File: src/rtl/sa_pkg.sv
// sa_pkg: shared types for the systolic-array partial-sum accumulation stage
package sa_pkg;

    localparam int SA_WIDTH = 8;
    localparam int SA_COL   = 4;

    typedef enum logic [1:0] {
        IDLE,
        ACCEPT,
        WRITE,
        DONE
    } psum_accum_state_e;

    typedef logic [SA_COL-1:0][SA_WIDTH-1:0] lane_vec_t;

endpackage

File: src/rtl/sa_vec_add.sv
// sa_vec_add: COL-lane wrap-around adder with a zero-select on the psum operand
module sa_vec_add #(
    parameter int WIDTH = 8,
    parameter int COL   = 4
) (
    input  logic [COL*WIDTH-1:0] a,
    input  logic [COL*WIDTH-1:0] b,
    input  logic                 zero_b,
    output logic [COL*WIDTH-1:0] sum
);

    for (genvar i = 0; i < COL; i++) begin : g_lane
        assign sum[i*WIDTH +: WIDTH] = a[i*WIDTH +: WIDTH] + (zero_b ? '0 : b[i*WIDTH +: WIDTH]);
    end

endmodule

File: src/rtl/sa_psum_accum.sv
// sa_psum_accum: accumulates array rows into the psum buffer, or emits to the output buffer on the last K-tile
module sa_psum_accum
    import sa_pkg::*;
#(
    parameter  int WIDTH = 8,
    parameter  int COL   = 4,
    parameter  int DEPTH = 64,
    localparam int AW    = $clog2(DEPTH)
) (
    input  logic                 clk_i,
    input  logic                 rstn_i,
    input  logic                 start_i,
    input  logic [AW-1:0]        cfg_base_i,
    input  logic [AW:0]          cfg_rows_i,
    input  logic                 cfg_first_i,
    input  logic                 cfg_last_i,
    input  logic                 in_valid_i,
    output logic                 in_ready_o,
    input  logic [COL*WIDTH-1:0] in_data_i,
    output logic                 ps_mem_cenb_o,
    output logic                 ps_mem_wenb_o,
    output logic [AW-1:0]        ps_mem_addr_o,
    output logic [COL*WIDTH-1:0] ps_mem_data_o,
    input  logic [COL*WIDTH-1:0] ps_mem_data_i,
    output logic                 ob_mem_cenb_o,
    output logic                 ob_mem_wenb_o,
    output logic [AW-1:0]        ob_mem_addr_o,
    output logic [COL*WIDTH-1:0] ob_mem_data_o,
    output logic                 busy_o,
    output logic                 done_o
);

    psum_accum_state_e state_q, state_d;

    logic [AW:0]          rows_q, cnt_q;
    logic [AW-1:0]        addr_q;
    logic                 first_q, last_q;
    logic [COL*WIDTH-1:0] held_q, sum;
    logic                 last_row, ps_rd, ps_wr, ob_wr;

    assign last_row = (cnt_q + (AW+1)'(1)) == rows_q;

    sa_vec_add #(.WIDTH(WIDTH), .COL(COL)) u_add (
        .a      (held_q),
        .b      (ps_mem_data_i),
        .zero_b (first_q),
        .sum    (sum)
    );

    // state register
    always_ff @(posedge clk_i or negedge rstn_i) begin
        if (!rstn_i) state_q <= IDLE;
        else         state_q <= state_d;
    end

    // next-state decode
    always_comb begin
        state_d = state_q;
        case (state_q)
            IDLE:    state_d = !start_i ? IDLE : (cfg_rows_i == '0 ? DONE : ACCEPT);
            ACCEPT:  state_d = in_valid_i ? WRITE : ACCEPT;
            WRITE:   state_d = last_row ? DONE : ACCEPT;
            DONE:    state_d = IDLE;
            default: state_d = IDLE;
        endcase
    end

    // pass config, row counter, address and held row; cfg only latched from IDLE
    always_ff @(posedge clk_i or negedge rstn_i) begin
        if (!rstn_i) begin
            rows_q  <= '0;
            cnt_q   <= '0;
            addr_q  <= '0;
            first_q <= 1'b0;
            last_q  <= 1'b0;
            held_q  <= '0;
        end else begin
            if (state_q == IDLE && start_i) begin
                rows_q  <= cfg_rows_i;
                cnt_q   <= '0;
                addr_q  <= cfg_base_i;
                first_q <= cfg_first_i;
                last_q  <= cfg_last_i;
            end
            if (state_q == ACCEPT && in_valid_i) held_q <= in_data_i;
            if (state_q == WRITE) begin
                cnt_q  <= cnt_q + (AW+1)'(1);
                addr_q <= addr_q + AW'(1);
            end
        end
    end

    assign ps_rd = state_q == ACCEPT && in_valid_i && !first_q;
    assign ps_wr = state_q == WRITE && !last_q;
    assign ob_wr = state_q == WRITE && last_q;

    // handshake, status and memory port decode; idle ports park at cenb/wenb=1, addr/data=0
    always_comb begin
        in_ready_o    = state_q == ACCEPT;
        busy_o        = state_q != IDLE;
        done_o        = state_q == DONE;
        ps_mem_cenb_o = !(ps_rd || ps_wr);
        ps_mem_wenb_o = !ps_wr;
        ps_mem_addr_o = (ps_rd || ps_wr) ? addr_q : '0;
        ps_mem_data_o = ps_wr ? sum : '0;
        ob_mem_cenb_o = !ob_wr;
        ob_mem_wenb_o = !ob_wr;
        ob_mem_addr_o = ob_wr ? addr_q : '0;
        ob_mem_data_o = ob_wr ? sum : '0;
    end

endmodule

File: config.mk
export PLATFORM = sky130hd
export DESIGN_NAME = sa_psum_accum
export DESIGN_NICKNAME = d
export VERILOG_FILES = /design/src/rtl/sa_pkg.sv /design/src/rtl/sa_vec_add.sv /design/src/rtl/sa_psum_accum.sv
export SDC_FILE = /design/constraint.sdc
export NUM_CORES = 1
export LEC_CHECK = 0
export BUFFER_PORTS_ARGS = -buffer_cell sky130_fd_sc_hd__buf_2
export CORE_AREA = 4 4 107 109
export CTS_CLUSTER_SIZE = 25
export DETAILED_ROUTE_END_ITERATION = 12
export DIE_AREA = 0 0 111 113
export GPL_ROUTABILITY_DRIVEN = 0
export PLACE_DENSITY = 0.76
export SETUP_SLACK_MARGIN = 0.4
export SYNTH_ARGS = -nofsm -noshare
export SYNTH_HDL_FRONTEND = slang
export SYNTH_HIERARCHICAL = 1
export SYNTH_SLANG_ARGS = --single-unit
File: constraint.sdc
create_clock -name clk_i -period 4.7 [get_ports clk_i]
set_input_delay 0.94 -clock clk_i [delete_from_list [all_inputs] [get_ports clk_i]]
set_output_delay 0.94 -clock clk_i [all_outputs]
set_load 0.03 [all_outputs]
==> impl_results.md <==
- Largest net degree at the start of global routing: 57
- Max Clock Skew: between 0.01 and 0.015 ns
- Critical path fanouts, max: 3
- Post-CTS Setup Bufs: 0
- Congestion Overflow GR: 0
- Final Critical Period: 3.85 ns
- Post-CTS Resized: 0
- Die height: between 100 and 150 um
- Mapped Cells: around 500
- Fraction of layout cells with a size suffix above 1: 33.8%
- Hold Startpoint: rows_q[4]
- Area of the die: roughly 13000 um2
- Startpoint Class: input pin
- RR Startpoint: state_q[1]
- DR pass1 iterations: 4
- IO buf count: between 150 and 200
- # DRC: 0
- Nets@finish: a little under 800
- Maximum vdd ir drop: between 0.3 and 0.4 mV
- Crit-path slowest cell: or4_1
- Post-synth EDFFs: 0
- Cell Rows: 38
- Final setup violation count: 0
- Area of the core: between 10000 and 15000 um2
- Buffer depth of the longest clock path: 2
- Max incr delay on CP: approximately 0.4 ns
- Outcome: complete, no violations
- Crit path top cell by count: buf_2
- Global Route Usage Sum: between 10% and 20%
- Post-synth top cells: dfrtp_1, nand2_1, and3_1, and2_1
- Routed WL per cell: 15.5 um
- Crit end category: output port
- Hpwl dp: 9400 um
- Synthesized area: ~4600 um2
- Synth area leaders: dfrtp_1, mux2_4, ha_1
- First-pass GRT wire length: 20600 um
- Overall routed net length: around 12000 um
- Drt via density: roughly 5.2
- Clock latency on the worst-skew pair: approximately 0.30 ns
- Initial Util: a little over two fifths
- WS Path Type: input pin to output port
- Worst path arrival time: between 2 and 3 ns
- Syn avg cell area: around 9.1 um2
- Final period util: 82.0%
- Clock slew at reported path FFs: ~0.1 ns
- Power per cell area: 662 nW/um2
- Initial drt markers: between 200 and 250
- Max_cap viols: 0
- Synthesized flop and latch total: between 50 and 60
- Ys flop type: dfrtp_1
- Post-synth cell types: 46
- Worst slew margin: a little under half
- Delay-heaviest family, CP: simple AND/OR/NAND/NOR gates
- Worst min path class: register to register
- Setup TNS: 0 ns
- Leading area contributor after synthesis: dfrtp_1
- Synth Net Count: around 620
- CP bufs+invs: 3
- Vias post-DR: 4177
- Register area share after synthesis: between 30% and 40%
- Leak: just over 3 nW
- IO Pins: approximately 170
- CTS root buf: clkbuf_8
- Async S/R FF share, synth: between 90% and 100%
- Htree depth: 2
- Initial antenna violation count: 0
- Crit path cell chain: buf_2 -> nor2b_1 -> ha_1 -> inv_1 -> fa_1 -> nor2b_4 -> o31a_1 -> or4_1 -> nand3_1 -> and3_1 -> buf_2
- Vias in the first global route: 4309
- Final hold vios: 0
- Fmax: 259 MHz
- CTS tree: built
- Share of the synthesized area in the top cell type: between 30% and 40%
- Diode count: 0
- CTS sink count: 56
- Ys Warns: 6
- Unrepaired setup endpoints after global routing: false
- CP startpoint: ps_mem_data_i[8]
- P&R area growth vs syn: 21.5%
- Dpl cells: between 700 and 800
- Cell Count, Final, Fillers Out: around 800
- CTS Buf Count: 5
- Post-route antenna net violation count: 0
- Worst-margin pin slew: 0.800 ns
- Post-CTS Hold Buffers: 0
- Final count of pins violating max slew: 0
- Die X: approximately 110 um
- Worst EP required: roughly 3.8 ns
- Most common cell in the netlist: dfrtp_1
==> power breakdown <==
part,total [mW],internal (mW),leakage [nW],switching (mW)
sequential,0.910,0.708,0.678,0.203
clock,0.265,0.107,0.0414,0.158
combinational,2.53,1.09,2.38,1.44
==> final timing paths <==
kind	to	slack, ns	depth (start not counted)
worst max-delay path	ob_mem_data_o[14]	0.85	11
worst min-delay path	rows_q[4]	0.52	2
worst max register to register	addr_q[3]	2.43	5
worst min register to register	rows_q[4]	0.52	2
max in group asynchronous	held_q[23]	3.45	2
min in group asynchronous	rows_q[5]	0.75	2
==> tightest hold or removal path: stages, from the launching register on <==
cell and delay, ns:
dfrtp_1 0.37, nand2_1 0.06, nand2_1 0.06
==> per-layer routing <==
metal | wire (um) | GRT usage, % | vias up | part of all wire (%)
met5 | 0 | 0 | - | 0
li1 | - | - | 2054 | -
met2 | 6230 | 35.0 | 124 | 50
met3 | 647 | 3.26 | 6 | 5.2
met1 | 5390 | 24.5 | 1993 | 44
met4 | 89 | 3.94 | 0 | 0.72
==> through the flow <==
step | total power [mW] | utilization, % | setup slack (ns) | area, um2 | hold slack, ns
3_3_place_gp | 3.33 | 52.0 | 0.894 | 5510 | 0.490
6_report | 3.71 | 52.8 | 0.846 | 5600 | 0.515
5_1_grt | 4.04 | 52.8 | 0.699 | 5600 | 0.545
3_5_place_dp | 3.43 | 52.0 | 0.859 | 5510 | 0.487
2_1_floorplan | 2.84 | - | 1.12 | 4610 | 0.465
4_1_cts | 3.72 | 52.8 | 0.846 | 5600 | 0.513
==> cell usage in the layout, fill, tap and decap left out, drive strengths merged, types with 6 or more instances in the layout <==
cell type and count:
and2 32, ha 30, inv 24, nand2b 10, dfrtp 56, nand2 45
nand3 23, mux2 32, o211ai 6, nor2 16, clkbuf 6, nor2b 34
o21ai 14, xor2 9, and3 40, buf 170, a21oi 28, xnor2 20
==> logic make-up (layout without fill, tap and decap cells) <==
group	count (synthesis)	count (layout)	share of synthesized area [%]
AND/OR/NAND/NOR	221	221	27.3
AO/OA/AOI/OAI	78	78	10.5
flip-flops	56	56	30.4
buffers and inverters	49	202	4.97
multiplexers	37	37	11.3
adder cells (fa/ha/maj)	34	34	9.88
XOR/XNOR	29	29	5.67
==> sequential cells by signal, indices dropped and copies added, names as in the netlist <==
register / count
state_q: 2
cnt_q: 7
first_q: 1
addr_q: 6
held_q: 32
last_q: 1
rows_q: 7
==> cell type report <==
cell class                      count  area (um2)
Clock buffer                        6        72.6
Clock inverter                      2        16.3
Fill cell                         967        5000
Sequential cell                    56        1400
Multi-Input combinational cell    399        2980
Inverter                           24        90.1
Tap cell                          140         175
Timing Repair Buffer              170         863
(Power assumes the default switching activity.)
